[src/rtl/gpio_host_sequencer_if.sv]
// Stream/GPIO bundle between the host sequencer and its environment:
// pixel stream in, result stream out, GPIO control/return words.
interface gpio_host_sequencer_if #(
    parameter int GPIO_D    = 32,
    parameter int RAM_WIDTH = 13,
    parameter int BIT_LEN   = 8
);
    logic [3*BIT_LEN-1:0] i_pix_data;
    logic                 i_pix_valid;
    logic                 o_pix_ready;
    logic [GPIO_D-1:0]    o_gpio_data;
    logic [GPIO_D-1:0]    i_gpio_data;
    logic                 i_eop;
    logic [RAM_WIDTH-1:0] o_res_data;
    logic                 o_res_valid;
    logic                 i_res_ready;
    logic                 o_res_last;

    modport master (
        input  i_pix_data,
        input  i_pix_valid,
        output o_pix_ready,
        output o_gpio_data,
        input  i_gpio_data,
        input  i_eop,
        output o_res_data,
        output o_res_valid,
        input  i_res_ready,
        output o_res_last
    );

    modport slave (
        output i_pix_data,
        output i_pix_valid,
        input  o_pix_ready,
        input  o_gpio_data,
        output i_gpio_data,
        output i_eop,
        input  o_res_data,
        input  o_res_valid,
        output i_res_ready,
        input  o_res_last
    );
endinterface

[src/rtl/gpio_host_sequencer.sv]
// GPIO host for the convolution top: load pixels, run, read mem0 results.
// Optional GPIO_SEQ_CHECKSUM_EN appends a modulo checksum beat.
module gpio_host_sequencer #(
    parameter int GPIO_D      = 32,
    parameter int RAM_WIDTH   = 13,
    parameter int BIT_LEN     = 8,
    parameter int NB_IMAGE    = 10,
    parameter int RD_LAT      = 2,
    parameter int RUN_TIMEOUT = 4096
) (
    input  logic                CLK100MHZ,
    input  logic                i_reset,
    input  logic                i_start,
    input  logic [NB_IMAGE-1:0] i_img_len,
    gpio_host_sequencer_if.master bus,
    output logic                o_busy,
    output logic                o_done,
    output logic                o_error
);

    localparam int RCW = $clog2(RUN_TIMEOUT + 1);
    localparam int LCW = (RD_LAT < 2) ? 1 : $clog2(RD_LAT);
    localparam int PW  = 3 * BIT_LEN;

    typedef enum logic [3:0] {
        S_IDLE, S_INIT0, S_INIT1, S_WAIT,
        S_W0, S_W1, S_W2, S_RUN,
        S_RREQ, S_RLAT, S_ROUT, S_CSUM
    } state_e;

    state_e               state_q, state_d;
    logic [NB_IMAGE-1:0]  len_q, len_d;
    logic [NB_IMAGE-1:0]  trip_q, trip_d;
    logic [NB_IMAGE-1:0]  idx_q, idx_d;
    logic [RCW-1:0]       run_q, run_d;
    logic [LCW-1:0]       lat_q, lat_d;
    logic [PW-1:0]        pix_q, pix_d;
    logic [RAM_WIDTH-1:0] res_q, res_d;
    logic                 err_q, err_d;
    logic                 done_q, done_d;
`ifdef GPIO_SEQ_CHECKSUM_EN
    logic [RAM_WIDTH-1:0] sum_q, sum_d;
`endif

    logic [NB_IMAGE-1:0]  nres;
    logic                 last_res;
    logic [GPIO_D-1:0]    word;
    logic [RAM_WIDTH-1:0] pay;
    logic                 pix_ready;
    logic                 res_valid;
    logic                 res_last;
    logic                 unused_gpio;

    // Two edge columns of a row produce no result.
    assign nres = (len_q < NB_IMAGE'(3)) ? '0
                : len_q - NB_IMAGE'(2);
    assign last_res = (idx_q == nres - NB_IMAGE'(1));
    assign unused_gpio = ^bus.i_gpio_data[GPIO_D-1:RAM_WIDTH];

    always_ff @(posedge CLK100MHZ) begin
        if (i_reset) begin
            state_q <= S_IDLE;
            len_q   <= '0;
            trip_q  <= '0;
            idx_q   <= '0;
            run_q   <= '0;
            lat_q   <= '0;
            pix_q   <= '0;
            res_q   <= '0;
            err_q   <= 1'b0;
            done_q  <= 1'b0;
`ifdef GPIO_SEQ_CHECKSUM_EN
            sum_q   <= '0;
`endif
        end else begin
            state_q <= state_d;
            len_q   <= len_d;
            trip_q  <= trip_d;
            idx_q   <= idx_d;
            run_q   <= run_d;
            lat_q   <= lat_d;
            pix_q   <= pix_d;
            res_q   <= res_d;
            err_q   <= err_d;
            done_q  <= done_d;
`ifdef GPIO_SEQ_CHECKSUM_EN
            sum_q   <= sum_d;
`endif
        end
    end

    always_comb begin
        state_d = state_q;
        len_d   = len_q;
        trip_d  = trip_q;
        idx_d   = idx_q;
        run_d   = run_q;
        lat_d   = lat_q;
        pix_d   = pix_q;
        res_d   = res_q;
        err_d   = err_q;
        done_d  = 1'b0;
`ifdef GPIO_SEQ_CHECKSUM_EN
        sum_d   = sum_q;
`endif
        unique case (state_q)
            S_IDLE: begin
                if (i_start) begin
                    len_d  = i_img_len;
                    err_d  = 1'b0;
                    trip_d = '0;
                    run_d  = '0;
                    idx_d  = '0;
                    if (i_img_len == '0) begin
                        done_d = 1'b1;
                    end else begin
                        state_d = S_INIT0;
                    end
                end
            end
            S_INIT0: state_d = S_INIT1;
            S_INIT1: state_d = S_WAIT;
            S_WAIT: begin
                if (bus.i_pix_valid) begin
                    pix_d   = bus.i_pix_data;
                    state_d = S_W0;
                end
            end
            S_W0: state_d = S_W1;
            S_W1: state_d = S_W2;
            S_W2: begin
                trip_d = trip_q + NB_IMAGE'(1);
                if (trip_d == len_q) begin
                    run_d   = '0;
                    state_d = S_RUN;
                end else begin
                    state_d = S_WAIT;
                end
            end
            S_RUN: begin
                if (bus.i_eop) begin
                    idx_d = '0;
`ifdef GPIO_SEQ_CHECKSUM_EN
                    sum_d = '0;
`endif
                    if (nres != '0) begin
                        state_d = S_RREQ;
                    end else begin
`ifdef GPIO_SEQ_CHECKSUM_EN
                        res_d   = '0;
                        state_d = S_CSUM;
`else
                        done_d  = 1'b1;
                        state_d = S_IDLE;
`endif
                    end
                end else if (run_q == RCW'(RUN_TIMEOUT - 1)) begin
                    err_d   = 1'b1;
                    state_d = S_IDLE;
                end else begin
                    run_d = run_q + RCW'(1);
                end
            end
            S_RREQ: begin
                lat_d   = '0;
                state_d = S_RLAT;
            end
            S_RLAT: begin
                if (lat_q == LCW'(RD_LAT - 1)) begin
                    res_d   = bus.i_gpio_data[RAM_WIDTH-1:0];
                    state_d = S_ROUT;
                end else begin
                    lat_d = lat_q + LCW'(1);
                end
            end
            S_ROUT: begin
                if (bus.i_res_ready) begin
`ifdef GPIO_SEQ_CHECKSUM_EN
                    sum_d = sum_q + res_q;
`endif
                    if (!last_res) begin
                        idx_d   = idx_q + NB_IMAGE'(1);
                        state_d = S_RREQ;
                    end else begin
`ifdef GPIO_SEQ_CHECKSUM_EN
                        res_d   = sum_q + res_q;
                        state_d = S_CSUM;
`else
                        done_d  = 1'b1;
                        state_d = S_IDLE;
`endif
                    end
                end
            end
            S_CSUM: begin
                if (bus.i_res_ready) begin
                    done_d  = 1'b1;
                    state_d = S_IDLE;
                end
            end
            default: state_d = S_IDLE;
        endcase
    end

    // Word bits: 0 rst_conv, 1 k_i, 2 rst_fsm, 3 sop, 4 valid_fsm,
    // 6:5 sel, 7 load, payload above.
    always_comb begin
        word      = '0;
        pay       = '0;
        pix_ready = 1'b0;
        res_valid = 1'b0;
        unique case (state_q)
            S_INIT0: begin
                word[0] = 1'b1;
                word[2] = 1'b1;
                pay     = RAM_WIDTH'(len_q);
            end
            S_WAIT: pix_ready = 1'b1;
            S_W0: begin
                word[7]   = 1'b1;
                word[6:5] = 2'b01;
                pay       = RAM_WIDTH'(pix_q[BIT_LEN-1:0]);
            end
            S_W1: begin
                word[7]   = 1'b1;
                word[6:5] = 2'b10;
                pay       = RAM_WIDTH'(pix_q[2*BIT_LEN-1:BIT_LEN]);
            end
            S_W2: begin
                word[7]   = 1'b1;
                word[6:5] = 2'b11;
                word[4]   = 1'b1;
                pay       = RAM_WIDTH'(pix_q[PW-1:2*BIT_LEN]);
            end
            S_RUN: begin
                if (!bus.i_eop) begin
                    word[1] = 1'b1;
                    word[4] = 1'b1;
                    word[3] = (run_q == '0);
                end
            end
            S_RREQ: word[4] = 1'b1;
            S_ROUT: res_valid = 1'b1;
            S_CSUM: res_valid = 1'b1;
            default: ;
        endcase
        word[RAM_WIDTH+7:8] = pay;
    end

`ifdef GPIO_SEQ_CHECKSUM_EN
    assign res_last = (state_q == S_CSUM);
`else
    assign res_last = (state_q == S_ROUT) && last_res;
`endif

    assign bus.o_gpio_data = word;
    assign bus.o_pix_ready = pix_ready;
    assign bus.o_res_data  = res_q;
    assign bus.o_res_valid = res_valid;
    assign bus.o_res_last  = res_last;
    assign o_busy  = (state_q != S_IDLE);
    assign o_done  = done_q;
    assign o_error = err_q;

endmodule

[src/flat_wrapper.sv]
// flat-port wrapper written by rule: the top's interface ports become plain ports
module gpio_host_sequencer_flat 
#(
    parameter int GPIO_D      = 32,
    parameter int RAM_WIDTH   = 13,
    parameter int BIT_LEN     = 8,
    parameter int NB_IMAGE    = 10,
    parameter int RD_LAT      = 2,
    parameter int RUN_TIMEOUT = 4096
)
  (CLK100MHZ, i_reset, i_start, i_img_len, o_busy, o_done, o_error, bus_i_pix_data, bus_i_pix_valid, bus_o_pix_ready, bus_o_gpio_data, bus_i_gpio_data, bus_i_eop, bus_o_res_data, bus_o_res_valid, bus_i_res_ready, bus_o_res_last);
  gpio_host_sequencer_if #(.GPIO_D(GPIO_D), .RAM_WIDTH(RAM_WIDTH), .BIT_LEN(BIT_LEN)) bus_i ();
  input  logic CLK100MHZ;
  input  logic i_reset;
  input  logic i_start;
  input  logic [NB_IMAGE-1:0] i_img_len;
  output logic o_busy;
  output logic o_done;
  output logic o_error;
  input wire logic [$bits(bus_i.i_pix_data)-1:0] bus_i_pix_data;
  input wire logic [$bits(bus_i.i_pix_valid)-1:0] bus_i_pix_valid;
  output wire logic [$bits(bus_i.o_pix_ready)-1:0] bus_o_pix_ready;
  output wire logic [$bits(bus_i.o_gpio_data)-1:0] bus_o_gpio_data;
  input wire logic [$bits(bus_i.i_gpio_data)-1:0] bus_i_gpio_data;
  input wire logic [$bits(bus_i.i_eop)-1:0] bus_i_eop;
  output wire logic [$bits(bus_i.o_res_data)-1:0] bus_o_res_data;
  output wire logic [$bits(bus_i.o_res_valid)-1:0] bus_o_res_valid;
  input wire logic [$bits(bus_i.i_res_ready)-1:0] bus_i_res_ready;
  output wire logic [$bits(bus_i.o_res_last)-1:0] bus_o_res_last;
  assign bus_i.i_pix_data = bus_i_pix_data;
  assign bus_i.i_pix_valid = bus_i_pix_valid;
  assign bus_o_pix_ready = bus_i.o_pix_ready;
  assign bus_o_gpio_data = bus_i.o_gpio_data;
  assign bus_i.i_gpio_data = bus_i_gpio_data;
  assign bus_i.i_eop = bus_i_eop;
  assign bus_o_res_data = bus_i.o_res_data;
  assign bus_o_res_valid = bus_i.o_res_valid;
  assign bus_i.i_res_ready = bus_i_res_ready;
  assign bus_o_res_last = bus_i.o_res_last;
  gpio_host_sequencer #(.GPIO_D(GPIO_D), .RAM_WIDTH(RAM_WIDTH), .BIT_LEN(BIT_LEN), .NB_IMAGE(NB_IMAGE), .RD_LAT(RD_LAT), .RUN_TIMEOUT(RUN_TIMEOUT)) u_core (.CLK100MHZ(CLK100MHZ), .i_reset(i_reset), .i_start(i_start), .i_img_len(i_img_len), .bus(bus_i), .o_busy(o_busy), .o_done(o_done), .o_error(o_error));
endmodule
[config.mk]
export PLATFORM = sky130hd
export DESIGN_NAME = gpio_host_sequencer_flat
export DESIGN_NICKNAME = d
export VERILOG_FILES = /design/src/rtl/gpio_host_sequencer_if.sv /design/src/rtl/gpio_host_sequencer.sv /design/src/flat_wrapper.sv
export SDC_FILE = /design/constraint.sdc
export NUM_CORES = 1
export LEC_CHECK = 0
export BUFFER_PORTS_ARGS = -buffer_cell sky130_fd_sc_hd__buf_2
export CAP_MARGIN = 0
export CORE_UTILIZATION = 50
export CTS_CLUSTER_SIZE = 30
export DETAILED_ROUTE_END_ITERATION = 10
export HOLD_SLACK_MARGIN = 0.12
export PLACE_DENSITY = 0.75
export SLEW_MARGIN = 20
export SYNTH_ARGS = -nofsm -noshare
export SYNTH_HDL_FRONTEND = slang
export SYNTH_SLANG_ARGS = --single-unit
[constraint.sdc]
create_clock -name CLK100MHZ -period 3.85 [get_ports CLK100MHZ]
set_input_delay 0.5775 -clock CLK100MHZ [delete_from_list [all_inputs] [get_ports CLK100MHZ]]
set_output_delay 0.5775 -clock CLK100MHZ [all_outputs]
set_load 0.03 [all_outputs]
# Word-level counts from Yosys, hierarchy flattened
# Index checks and enable logic that the tools add are counted.
[word_totals]
reg_bits = 87
latch_bits = 0
ramBits = 0
mem_bits_ro = 0
out_inout_bits = 51
n_memories = 0
[classes]
n_addsub = 6
mul = 0
div = 0
magnitude_cmp = 1
eq_ne = 27
n_shift = 0
mux = 48
n_bitwise = 0
reduce_logical = 21
[op_table]
columns = ["cell", "n"]
rows = [
  ["two-way mux 13 bit", 4],
  ["two-way mux 10 bit", 5],
  ["case mux 4 bit (12 select lines)", 1],
  ["two-way mux 4 bit", 10],
  ["case mux 10 bit (4 select lines)", 1],
  ["case mux 13 bit (3 select lines)", 1],
  ["case mux 10 bit (3 select lines)", 1],
  ["adder 10 x 1 -> 10 bit (second input constant)", 2],
  ["equality test 10 bit", 2],
  ["case mux 10 bit (2 select lines)", 1],
  ["!= test 2 bit (second input constant)", 9],
  ["two-way mux 1 bit", 17],
  ["equality test 4 x 3 -> 1 bit (second input constant)", 4],
  ["equality test 4 bit (second input constant)", 4],
  ["adder 13 x 1 -> 13 bit (second input constant)", 1],
  ["equality test 13 x 12 -> 1 bit (second input constant)", 1],
  ["logical NOT 13 bit", 1],
  ["logical NOT 10 bit", 1],
  ["< comparator 10 x 2 -> 1 bit (second input constant)", 1],
  ["AND reduction 5 bit", 2],
  ["nonzero test 10 bit", 1],
  ["subtractor 10 x 1 -> 10 bit (second input constant)", 1],
  ["subtractor 10 x 2 -> 10 bit (second input constant)", 1],
  ["case mux 3 bit (3 select lines)", 1],
  ["18 further kinds", 30],
]

# Logic depth before layout (Yosys ltp)
# Gate-level depths: netlist (run 1).
[depth]
ltp_word = 7
depth_mapped = 14

# Worst setup path before layout (run 1)
# OpenSTA, ideal clock, no wires.
[synth_timing]
path_kind = "reg-to-output"
from = "reg u_core.len_q[0]"
to = "out bus_o_res_last"
t_arrival_ps = 2667
setup_slack_ps = 605
path_stages_with_launch = 13
path_buffers = 1
cell_sequence = "dfxtp_1 -> clkbuf_1 -> a21oi_1 -> nand3_1 -> nand2_1 -> ha_1 -> nand2_1 -> nor2_1 -> o32ai_1 -> mux2_2 -> o211ai_1 -> nor2_1 -> and4b_1"
[synth_via]
elab_chain_len = 5
elab_cells_between_ends = 6
[synth_rtl]
columns = ["item", "line_no", "text"]
rows = [
  ["start: declaration", "gpio_host_sequencer.sv:32", "logic [NB_IMAGE-1:0] len_q, len_d;"],
  ["start signal: assignment", "gpio_host_sequencer.sv:77", "len_q <= len_d;"],
  ["subtractor 10 x 2 -> 10 bit / < comparator 10 x 2 -> 1 bit (equally long branches)", "gpio_host_sequencer.sv:56, gpio_host_sequencer.sv:55", ""],
  ["two-way mux 10 bit *", "gpio_host_sequencer.sv:55", "assign nres = (len_q < NB_IMAGE'(3)) ? '0"],
  ["subtractor 10 x 1 -> 10 bit *", "gpio_host_sequencer.sv:57", "assign last_res = (idx_q == nres - NB_IMAGE'(1));"],
  ["equality test 10 bit *", "gpio_host_sequencer.sv:57", ""],
  ["logical AND 1 bit *", "gpio_host_sequencer.sv:253", "assign res_last = (state_q == S_ROUT) && last_res;"],
  ["end: declaration", "flat_wrapper.sv:29", "output wire logic [$bits(bus_i.o_res_last)-1:0] bus_o_res_last;"],
]
# Mark *: on every way between the ends. The rest lies on a longest branch, timed or not.

# Worst setup path in the final report (run 1)
[layout_timing]
from = "reg u_core.len_q[3]"
to = "out bus_o_res_last"
# The elaborated chain is that of the path after synthesis.

==> key figures, run 1 <==
Run status
  • Status: complete, no violations

Floorplan
  • Initial Utilization: 51.9%
  • Io pins: 123
  • Die height: about 110 um
  • Die width: 106 um
  • Core region area: 10,400 um2
  • # rows: 37
  • Die area: 11,200 um2

Setup path
  • WP data arrival: 3.06 ns
  • Reg2reg path depth: 12
  • CP Data Required Time: around 3.3 ns
  • Max Fanout on Critical Path: 5
  • CP Launch Type: flip-flop
  • Critical path class: reg2out
  • CP endpoint kind: output port

Global route
  • Final global-route overflow total: 0
  • Met3 Usage GRT: 4.89%
  • First-pass GRT wire length: ~23,000 um
  • Total GRT Usage: roughly a quarter
  • Number of global-route vias before repair: between 5,000 and 6,000
  • GR Util met2: 41.3%
  • Global Route met1 Usage: 34.8%
  • Initial antenna violation count: 0
  • Grt peak-use layer: met2
  • Largest net degree at the start of global routing: 75

Min path
  • Hold Crit Class: in2reg
  • Hold depth: 3

Power and ir drop
  • Peak VDD IR: 0.300 mV
  • Pwr dens: 522 nW/um2
  • Sw Ratio: 41.5%
  • Internal cell power: 1.87 mW
  • P_sw: 1.33 mW
  • Combinational Power Share: 47.0%
  • Sequential power share: 31.5%
  • Power Total: 3.20 mW
  • LEAKAGE: 2.51 nW
  • Clock power frac: 21.5%

Route
  • WL final: 14,100 um
  • DR vias: 5,341
  • DR vias/cell: around 5.8
  • DRC: 0
  • Avg WL per Cell: 15.2 um
  • Drt first-iter violations: 406
  • Post-DRT Antenna Nets: 0
  • DRT Pass-1 Iters: 5

STA
  • Clock skew: ~0.013 ns
  • Worst hold slack: 0.443 ns
  • Fin. Hold Viols: 0
  • Max-slew headroom: between 40% and 50%
  • Slew of the pin with the lowest slew margin: 0.796 ns
  • Fin. max-slew vios: 0
  • Fin crit share: 94.5%
  • TNS Setup: 0 ns
  • RSZ-0062 raised after global routing: no
  • Fmax: 275 MHz
  • Setup ws final: about 0.21 ns
  • Min Tclk post-route: between 3 and 4 ns
  • Final setup vio count: 0

Cells and area
  • FILL cells: 969
  • Layout Nets: between 800 and 900
  • FF/Latch Area: approximately 1700 um2
  • Layout Cells excl Fill: 926
  • Share of cells above drive strength 1: 19.0%
  • Finished Core Util: 59.1%
  • Area delta synth->final: 14.0%
  • Multi-input logic area: approximately 3300 um2
  • Diode count: 0
  • Post-route design area: 6130 um2

Placed design
  • Placed insts: 910
  • Dpl ws: approximately 0.5 ns
  • Hpwl dp: slightly above 10,000 um
  • Placed Area: 5900 um2
  • GPL Wtd Cong: between 0.8 and 0.9
  • IO buf count: 89

Synthesis
  • Ys flop type: dfxtp_1
  • Synthesis-stage register bit count: 87
  • Largest family of logic cells by synthesized area: simple AND/OR/NAND/NOR gates
  • Share of the synthesized area in the top cell type: approximately 32%
  • Post-synth EDFFs: 0
  • Xor/xnor share of the synthesized area: roughly 5.4%
  • Sequential share of the synthesized area: 32.4%
  • Yosys top cell by area: dfxtp_1
  • Most used standard cell by instance count after synthesis: nand2_1
  • Synth Cell Area: 5380 um2
  • Post-synthesis cell count: 714
  • Synth top area cells: dfxtp_1 (32%), nand2_1 (7.9%), a21oi_1 (6.7%)
  • Commonest cells in the netlist: nand2_1 (113), dfxtp_1 (87), a21oi_1 (72)
  • Distinct cells, synth: 72
  • Mux cell area share after synthesis: 4.49%
  • Synth Area in Adders: 1.40%
  • Synth Warn #: 0
  • Mean Syn Cell Area: 7.53 um2
  • Async S/R FF share, synth: 0%
  • Compound-Gate Fraction of Synth Area: 20.8%
  • Synth Area in Simple Gates: ~29%

Job
  • Maxcap violations: 0

Clocking
  • Clock buffer depth: 2
  • TritonCTS clock tree: built
  • Skew-Pair Late Insertion Delay: 0.36 ns
  • Post-cts sizing count: 0
  • H-tree lvl count: 3
  • Setup bufs post-CTS: 0
  • CTS Hold Bufs: 0
  • Clock sinks: 87
  • Clock-pin slew of the registers on the worst-case setup and hold paths: about 0.090 ns
  • Root buffer cell: clkbuf_8
  • Clock buffer count from CTS: 9
[metal layers]
layer  vias to the layer above  wire length, um
li1                       2640                -
met1                      2454             6480
met2                       216             6350
met3                        31              953
met4                         0              335
met5                         -                0
[cells in the final DEF, fill, tap and decap left out, types with 14 or more instances in the layout]
cell type,Yosys,final
a21oi_1,72,72
buf_2,4,89
buf_4,17,23
conb_1,1,14
dfxtp_1,87,85
inv_1,16,16
mux2i_1,23,23
nand2_1,113,113
nand3_1,23,23
nor2_1,67,67
nor3_1,19,19
o21ai_0,23,23
or3_1,21,21
xnor2_1,24,24
[sequential cells by signal, summed over array words and instances (netlist names)]
register,flops
u_core.state_q,4
u_core.len_q,10
u_core.trip_q,10
u_core.pix_q,24
u_core.o_done,1
u_core.lat_q,1
u_core.run_q,13
u_core.bus.o_res_data,13
u_core.idx_q,10
u_core.o_error,1
[layout make-up]
class                   count  share of cell area [%]
clock buffers              11                    2.47
clock inverters             5                    1.04
inverters                  16                   0.980
multi-input cells         559                    54.2
flip-flops and latches     87                    28.4
well taps                 136                    2.78
repair buffers            112                    10.1
[final timing paths]
| check | start | endpoint | slack [ns] |
|---|---|---|---|
| setup / recovery | u_core.len_q[3]$_SDFFE_PP0P_ | bus_o_res_last | 0.21 |
| hold reg to reg | u_core.pix_q[3]$_SDFFE_PP0P_ | u_core.pix_q[3]$_SDFFE_PP0P_ | 0.46 |
| setup reg to reg | u_core.len_q[3]$_SDFFE_PP0P_ | u_core.idx_q[2]$_SDFFE_PP0P_ | 0.61 |
| hold / removal | bus_i_gpio_data[3] | u_core.bus.o_res_data[3]$_SDFFE_PP0P_ | 0.44 |
[power by group through the flow]
| stage | sequential (mW) | combinational (mW) | clock, mW |
|---|---|---|---|
| floorplan | 1.00 | 1.13 | 0 |
| global placement | 1.02 | 1.42 | 0 |
| detailed placement | 1.03 | 1.46 | 0 |
| CTS | 1.01 | 1.48 | 0.699 |
| global route | 1.02 | 1.65 | 0.745 |
| finish | 1.01 | 1.51 | 0.689 |
[cell families (layout without fill, tap and decap cells)]
kind of cell | Yosys count | after routing
buffers and inverters | 81 | 144
AOI/OAI and AO/OA | 170 | 170
DFF | 87 | 87
adders and majority gates | 6 | 6
xor gates and xnor gates | 33 | 33
muxes | 24 | 24
other | 1 | 14
and+or+nand+nor | 312 | 312
[worst max-delay path, cell delays in order (launching register included)]
cell and delay [ns]:
dfxtp_1 0.39, nor4_2 0.35, nand3_1 0.18, nand2_1 0.12, ha_2 0.24, nand2_1 0.16, o32ai_1 0.27, o31ai_1 0.12
a31oi_1 0.18, o211ai_1 0.14, nor2_1 0.12, and4b_1 0.24, buf_2 0.21
No activity file was read; power rests on OpenSTA's default activity.
==> run 2: changes to the inputs <==
--- a/config.mk
+++ b/config.mk
@@ -7,7 +7,9 @@
 export LEC_CHECK = 0
 export BUFFER_PORTS_ARGS = -buffer_cell sky130_fd_sc_hd__buf_2
 export CAP_MARGIN = 0
+export CORE_ASPECT_RATIO = 1.4
 export CORE_UTILIZATION = 50
+export CTS_BUF_LIST = sky130_fd_sc_hd__clkbuf_4 sky130_fd_sc_hd__clkbuf_8
 export CTS_CLUSTER_SIZE = 30
 export DETAILED_ROUTE_END_ITERATION = 10
 export HOLD_SLACK_MARGIN = 0.12
==> run 2 against run 1 <==
Register-to-register slack got worse by 0.03 ns. Global-route usage rose by 0.14 points. Via count rose by 1.2%. Final area fell by 0.31%. Fmax rose by 0.60%. Flip-flop and latch count did not move. Core utilization fell by 0.38 points. Die area barely moved. Setup slack improved by 0.022 ns. Critical path depth did not move. Combinational power barely moved. Sequential share of layout area rose by 0.067 points. Critical endpoint unchanged. Highest routed layer unchanged.
==> key figures, run 2 (same netlist as run 1, synthesis figures left out) <==
Run status
  • Status: complete, no violations (unchanged)

STA
  • Fin. max-slew vios: 0 (unchanged)
  • Fin. Hold Viols: 0 (unchanged)
  • Max-slew headroom: 46.9% (was 47.0%)
  • RSZ-0062 raised after global routing: no (unchanged)
  • Clock skew: 0.00743 ns (was 0.0132 ns)
  • Slew of the pin with the lowest slew margin: 0.797 ns (was 0.796 ns)
  • TNS Setup: 0 ns (unchanged)
  • Worst hold slack: 0.434 ns (was 0.443 ns)
  • Fin crit share: 93.9% (was 94.5%)
  • Min Tclk post-route: 3.62 ns (was 3.64 ns)
  • Final setup vio count: 0 (unchanged)
  • Fmax: 276 MHz (was 275 MHz)

Route
  • DRC: 0 (unchanged)
  • Drt first-iter violations: 262 (was 406)
  • DR vias: 5,404 (was 5,341)
  • Avg WL per Cell: 15.2 um (about the same)
  • Post-DRT Antenna Nets: 0 (unchanged)
  • DR vias/cell: 5.84 (was 5.77)
  • WL final: 14,100 um (about the same)
  • DRT Pass-1 Iters: 5 (unchanged)

Placed design
  • Placed Area: 5890 um2 (was 5900 um2)
  • Hpwl dp: 10,300 um (was 10,200 um)
  • GPL Wtd Cong: 0.880 (was 0.871)
  • IO buf count: 89 (unchanged)

Min path
  • Worst Hold Launch: bus_i_pix_data[12] (was bus_i_gpio_data[3])
  • Hold Crit Class: in2reg (unchanged)
  • Hold depth: 3 (unchanged)
  • Hold Path Sink: u_core.pix_q[12]$_SDFFE_PP0P_ (was u_core.bus.o_res_data[3]$_SDFFE_PP0P_)

Cells and area
  • Diode count: 0 (unchanged)
  • FILL cells: 963 (was 969)
  • Max reg flops: 24 (unchanged)
  • Most frequent cells in the layout: nand2_1 (113), buf_2 (89), dfxtp_1 (86) (was nand2_1 (113), buf_2 (89), dfxtp_1 (85))
  • Share of cells above drive strength 1: 18.8% (was 19.0%)
  • Area delta synth->final: 13.7% (was 14.0%)
  • Post-route design area: 6110 um2 (was 6130 um2)
  • Layout Nets: 861 (was 863)
  • Most common cell after layout, fill and taps aside: nand2_1 (unchanged)
  • Largest Register: u_core.pix_q (unchanged)

Setup path
  • Terminus of the critical flop-to-flop path: u_core.idx_q[7]$_SDFFE_PP0P_ (was u_core.idx_q[2]$_SDFFE_PP0P_)
  • WP data arrival: 3.04 ns (was 3.06 ns)
  • CP endpoint kind: output port (unchanged)
  • Critical path class: reg2out (unchanged)
  • Max Fanout on Critical Path: 5 (unchanged)
  • CP Launch Type: flip-flop (unchanged)
  • CP Data Required Time: 3.27 ns (about the same)
  • Reg2Reg Setup Slack: 0.58 ns (was 0.61 ns)
  • Reg2reg path depth: 14 (was 12)
  • RR Startpoint: u_core.len_q[1]$_SDFFE_PP0P_ (was u_core.len_q[3]$_SDFFE_PP0P_)

Clocking
  • Clock-pin slew of the registers on the worst-case setup and hold paths: 0.09 ns (about the same)
  • Clock buffer depth: 2 (unchanged)
  • Clock buffer count from CTS: 9 (unchanged)
  • Clock sinks: 87 (unchanged)
  • Root buffer cell: clkbuf_8 (unchanged)
  • Skew-Pair Late Insertion Delay: 0.37 ns (was 0.36 ns)
  • H-tree lvl count: 3 (unchanged)
  • TritonCTS clock tree: built (unchanged)
  • Setup bufs post-CTS: 0 (unchanged)

Global route
  • Initial antenna violation count: 0 (unchanged)
  • Largest net degree at the start of global routing: 69 (was 75)
  • Number of global-route vias before repair: 5,141 (was 5,047)
  • Final global-route overflow total: 0 (unchanged)
  • First-pass GRT wire length: 23,300 um (was 23,400 um)
  • Total GRT Usage: 26.1% (was 26.0%)

Job
  • Maxcap violations: 0 (unchanged)

Floorplan
  • Io pins: 123 (unchanged)
  • Die width: 89.7 um (was 106 um)
  • Initial Utilization: 51.7% (was 51.9%)
  • Core region area: 10,400 um2 (about the same)
  • Die area: 11,200 um2 (about the same)
  • Die height: 125 um (was 106 um)
  • # rows: 44 (was 37)

Power and ir drop
  • LEAKAGE: 2.49 nW (was 2.51 nW)
  • Pwr dens: 511 nW/um2 (was 522 nW/um2)
  • Clock power frac: 19.7% (was 21.5%)
  • P_sw: 1.33 mW (about the same)
  • Combinational Power Share: 48.1% (was 47.0%)
  • Peak VDD IR: 0.322 mV (was 0.300 mV)
  • Power Total: 3.12 mW (was 3.20 mW)
  • Sequential power share: 32.2% (was 31.5%)
  • Sw Ratio: 42.7% (was 41.5%)
  • Internal cell power: 1.79 mW (was 1.87 mW)
-- run 2: power by group through the flow --
stage / Clock (mW) / Sequential [mW] / Combinational [mW]
floorplan: 0 / 1.00 / 1.13
global placement: 0 / 1.02 / 1.43
detailed placement: 0 / 1.02 / 1.46
CTS: 0.628 / 0.999 / 1.47
global route: 0.667 / 1.01 / 1.64
finish: 0.615 / 1.01 / 1.50
-- run 2: cell type report --
class	instances	area [um2]	area share (%)
multi-input cells	559	3350	54.7
flip-flops and latches	87	1740	28.5
repair buffers	110	603	9.87
clock inverters	6	50.0	0.819
inverters	16	60.1	0.983
well taps	138	173	2.82
clock buffers	10	138	2.25
-- run 2: repair_timing --
action / 4_1_cts / 5_1_grt
hold buffers: 0 / 0
resized for setup: 0 / 7
endpoints found under the setup margin: 0 / 1
-- run 2: metal layers --
| metal | track usage (%) | share of wire, % | vias to the layer above |
|---|---|---|---|
| met5 | 0 | 0 | - |
| met4 | 12.9 | 3.6 | 0 |
| met3 | 5.24 | 5.5 | 38 |
| met2 | 45.0 | 52 | 204 |
| met1 | 29.7 | 39 | 2522 |
| li1 | - | - | 2640 |
-- run 2: worst max-delay path by stage --
stage                            startpoint                           end  slack (ns)  cells past startpoint
6_report       u_core.len_q[3]$_SDFFE_PP0P_                bus_o_res_last        0.23                     12
4_1_cts        u_core.len_q[9]$_SDFFE_PP0P_                bus_o_res_last       0.004                     12
3_3_place_gp   u_core.len_q[9]$_SDFFE_PP0P_  u_core.idx_q[9]$_SDFFE_PP0P_        0.46                     13
2_1_floorplan  u_core.len_q[0]$_SDFFE_PP0P_                bus_o_res_last        0.61                     12
3_5_place_dp   u_core.len_q[9]$_SDFFE_PP0P_  u_core.idx_q[7]$_SDFFE_PP0P_        0.36                     13
5_1_grt        u_core.len_q[3]$_SDFFE_PP0P_                bus_o_res_last        0.01                     12
-- run 2: per-stage QoR --
stage               utilization, %  worst slack, ns  std cells
floorplan                        -            0.605        727
global placement              56.6            0.459        910
detailed placement            56.6            0.361        910
CTS                           58.4          0.00447        926
global route                  58.7           0.0130        926
finish                        58.7            0.233        926
-- run 2: critical path: stages (launching register included) --
cell	delay, ns
dfxtp_1	0.34
nor4_4	0.33
nand3_2	0.16
nand2_1	0.11
ha_1	0.27
nand2_1	0.18
o32ai_1	0.29
o31ai_1	0.14
a31oi_1	0.21
o211ai_1	0.15
nor2_1	0.10
and4b_1	0.19
buf_2	0.20
==> run 3: changes to the inputs <==
--- a/config.mk
+++ b/config.mk
@@ -8,12 +8,12 @@
 export BUFFER_PORTS_ARGS = -buffer_cell sky130_fd_sc_hd__buf_2
 export CAP_MARGIN = 0
 export CORE_ASPECT_RATIO = 1.4
-export CORE_UTILIZATION = 50
+export CORE_UTILIZATION = 44
 export CTS_BUF_LIST = sky130_fd_sc_hd__clkbuf_4 sky130_fd_sc_hd__clkbuf_8
 export CTS_CLUSTER_SIZE = 30
 export DETAILED_ROUTE_END_ITERATION = 10
 export HOLD_SLACK_MARGIN = 0.12
-export PLACE_DENSITY = 0.75
+export PLACE_DENSITY = 0.67
 export SLEW_MARGIN = 20
 export SYNTH_ARGS = -nofsm -noshare
 export SYNTH_HDL_FRONTEND = slang
==> run 3 against run 2 <==
Clock power fell by 3.9%. First-iteration DRC count is 8.8% higher. Setup slack better by 0.025 ns. Largest cell class unchanged. Clock skew increased by 0.0035 ns. Die area grew 13%. Highest routed layer unchanged. Routed wire length up 1.3%. Sequential share of layout area barely moved. Via count decreased by 1.4%. Sequential power barely moved. Critical path type unchanged. Flip-flop and latch count unchanged. Largest power group unchanged.
==> key figures, run 3 (same netlist as run 1, synthesis figures left out) <==
Run status
  • Status: complete, no violations (unchanged)

Cells and area
  • Finished Core Util: 51.4% (was 58.7%)
  • Max reg flops: 24 (unchanged)
  • Most common cell after layout, fill and taps aside: nand2_1 (unchanged)
  • FF/Latch Area: 1740 um2 (about the same)
  • Area delta synth->final: 13.6% (was 13.7%)
  • Share of cells above drive strength 1: 18.6% (was 18.8%)
  • Diode count: 0 (unchanged)
  • Most frequent cells in the layout: nand2_1 (113), buf_2 (89), dfxtp_1 (87) (was nand2_1 (113), buf_2 (89), dfxtp_1 (86))
  • Layout Nets: 864 (was 861)
  • Multi-input logic area: 3320 um2 (was 3350 um2)
  • FILL cells: 1,190 (was 963)
  • Largest Register: u_core.pix_q (unchanged)

Clocking
  • H-tree lvl count: 3 (unchanged)
  • Clock buffer count from CTS: 9 (unchanged)
  • Setup bufs post-CTS: 0 (unchanged)
  • Root buffer cell: clkbuf_8 (unchanged)
  • Clock buffer depth: 2 (unchanged)
  • Clock-pin slew of the registers on the worst-case setup and hold paths: 0.09 ns (about the same)
  • TritonCTS clock tree: built (unchanged)
  • Skew-Pair Late Insertion Delay: 0.37 ns (about the same)
  • CTS Hold Bufs: 0 (unchanged)
  • Clock sinks: 87 (unchanged)

Setup path
  • Max Fanout on Critical Path: 10 (was 5)
  • Terminus of the critical flop-to-flop path: u_core.idx_q[9]$_SDFFE_PP0P_ (was u_core.idx_q[7]$_SDFFE_PP0P_)
  • CP Data Required Time: 3.27 ns (about the same)
  • Critical path class: reg2out (unchanged)
  • WP data arrival: 3.01 ns (was 3.04 ns)
  • CP Launch Type: flip-flop (unchanged)
  • RR Startpoint: u_core.len_q[9]$_SDFFE_PP0P_ (was u_core.len_q[1]$_SDFFE_PP0P_)
  • Reg2Reg Setup Slack: 0.62 ns (was 0.58 ns)
  • Reg2reg path depth: 14 (unchanged)
  • CP endpoint kind: output port (unchanged)
  • Setup crit start: u_core.len_q[9]$_SDFFE_PP0P_ (was u_core.len_q[3]$_SDFFE_PP0P_)

Power and ir drop
  • Internal cell power: 1.80 mW (was 1.79 mW)
  • Combinational Power Share: 48.9% (was 48.1%)
  • LEAKAGE: 2.49 nW (about the same)
  • Pwr dens: 511 nW/um2 (about the same)
  • Peak VDD IR: 0.248 mV (was 0.322 mV)
  • Clock power frac: 18.9% (was 19.7%)
  • Sequential power share: 32.2% (about the same)
  • Sw Ratio: 42.3% (was 42.7%)
  • P_sw: 1.32 mW (was 1.33 mW)

Global route
  • Largest net degree at the start of global routing: 69 (unchanged)
  • Total GRT Usage: 23.3% (was 26.1%)
  • First-pass GRT wire length: 23,400 um (was 23,300 um)
  • Number of global-route vias before repair: 4,959 (was 5,141)
  • Final global-route overflow total: 0 (unchanged)
  • Initial antenna violation count: 0 (unchanged)

STA
  • Clock skew: 0.0109 ns (was 0.00743 ns)
  • Setup ws final: 0.258 ns (was 0.233 ns)
  • Slew of the pin with the lowest slew margin: 0.824 ns (was 0.797 ns)
  • TNS Setup: 0 ns (unchanged)
  • Fin. Hold Viols: 0 (unchanged)
  • Min Tclk post-route: 3.59 ns (was 3.62 ns)
  • Fmax: 278 MHz (was 276 MHz)
  • Worst hold slack: 0.433 ns (was 0.434 ns)
  • Max-slew headroom: 45.1% (was 46.9%)
  • Fin. max-slew vios: 0 (unchanged)
  • Final setup vio count: 0 (unchanged)
  • Fin crit share: 93.3% (was 93.9%)
  • RSZ-0062 raised after global routing: no (unchanged)

Route
  • WL final: 14,200 um (was 14,100 um)
  • DR vias/cell: 5.68 (was 5.84)
  • Post-DRT Antenna Nets: 0 (unchanged)
  • DRT Pass-1 Iters: 7 (was 5)
  • Drt first-iter violations: 285 (was 262)
  • DR vias: 5,326 (was 5,404)
  • DRC: 0 (unchanged)
  • Avg WL per Cell: 15.2 um (about the same)

Min path
  • Hold Path Sink: u_core.pix_q[12]$_SDFFE_PP0P_ (unchanged)
  • Hold Crit Class: in2reg (unchanged)
  • Hold depth: 3 (unchanged)
  • Worst Hold Launch: bus_i_pix_data[12] (unchanged)

Floorplan
  • Die height: 133 um (was 125 um)
  • # rows: 47 (was 44)
  • Core region area: 11,900 um2 (was 10,400 um2)
  • Initial Utilization: 45.3% (was 51.7%)
  • Io pins: 123 (unchanged)
  • Die width: 95.4 um (was 89.7 um)
  • Die area: 12,700 um2 (was 11,200 um2)

Placed design
  • Hpwl dp: 10,600 um (was 10,300 um)
  • GPL Wtd Cong: 0.832 (was 0.880)
  • Dpl ws: 0.601 ns (was 0.361 ns)
  • IO buf count: 89 (unchanged)

Job
  • Maxcap violations: 0 (unchanged)
## run 3: power groups by stage
stage	registers [mW]	logic (mW)	clock network [mW]
6_report	1.00	1.53	0.591
5_1_grt	1.01	1.67	0.650
4_1_cts	1.00	1.51	0.605
3_5_place_dp	1.03	1.50	0
3_3_place_gp	1.02	1.47	0
2_1_floorplan	1.00	1.13	0
## run 3: worst max path at each step
stage | end | slack, ns | cells after the start
after CTS | bus_o_res_last | 0.18 | 10
after global routing | bus_o_res_last | 0.02 | 12
after detailed placement | bus_o_res_last | 0.60 | 10
after floorplan | bus_o_res_last | 0.61 | 12
after global placement | bus_o_res_last | 0.61 | 10
final | bus_o_res_last | 0.26 | 12
## run 3: worst max-delay path, cell delays in order, from the launching register on
cell and delay [ns]:
dfxtp_1 0.55, nor3_1 0.13, nand3_1 0.16, nand2_1 0.08, ha_1 0.21, nand2_1 0.17
nor2_1 0.06, o32ai_1 0.25, mux2_2 0.38, o211ai_1 0.24, nor2_1 0.06, and4b_1 0.18
buf_2 0.17
## run 3: what timing repair did
action | 4_1_cts | 5_1_grt
resized for setup | 0 | 2
hold endpoints to repair | 0 | 0
setup endpoints to repair | 0 | 1
## run 3: final cells by class
| class | instances | share of cell area (%) |
|---|---|---|
| Clock buffer | 11 | 2.38 |
| Clock inverter | 4 | 0.532 |
| Inverter | 16 | 0.983 |
| Multi-Input combinational cell | 559 | 54.4 |
| Sequential cell | 87 | 28.5 |
| Tap cell | 147 | 3.01 |
| Timing Repair Buffer | 113 | 10.2 |
## run 3: routing by layer
layer	wire, um	global-route usage, %	up-vias
li1	-	-	2646
met1	5840	28.5	2493
met2	7400	40.1	159
met3	678	3.91	28
met4	337	8.37	0
met5	0	0	-
## run 3: stage by stage
step                      total power [mW]  area [um2]  cells
after floorplan                       2.14        5430    727
after global placement                2.49        5920    922
after detailed placement              2.52        5920    922
after CTS                             3.12        6100    937
after global routing                  3.33        6110    937
final                                 3.12        6110    937
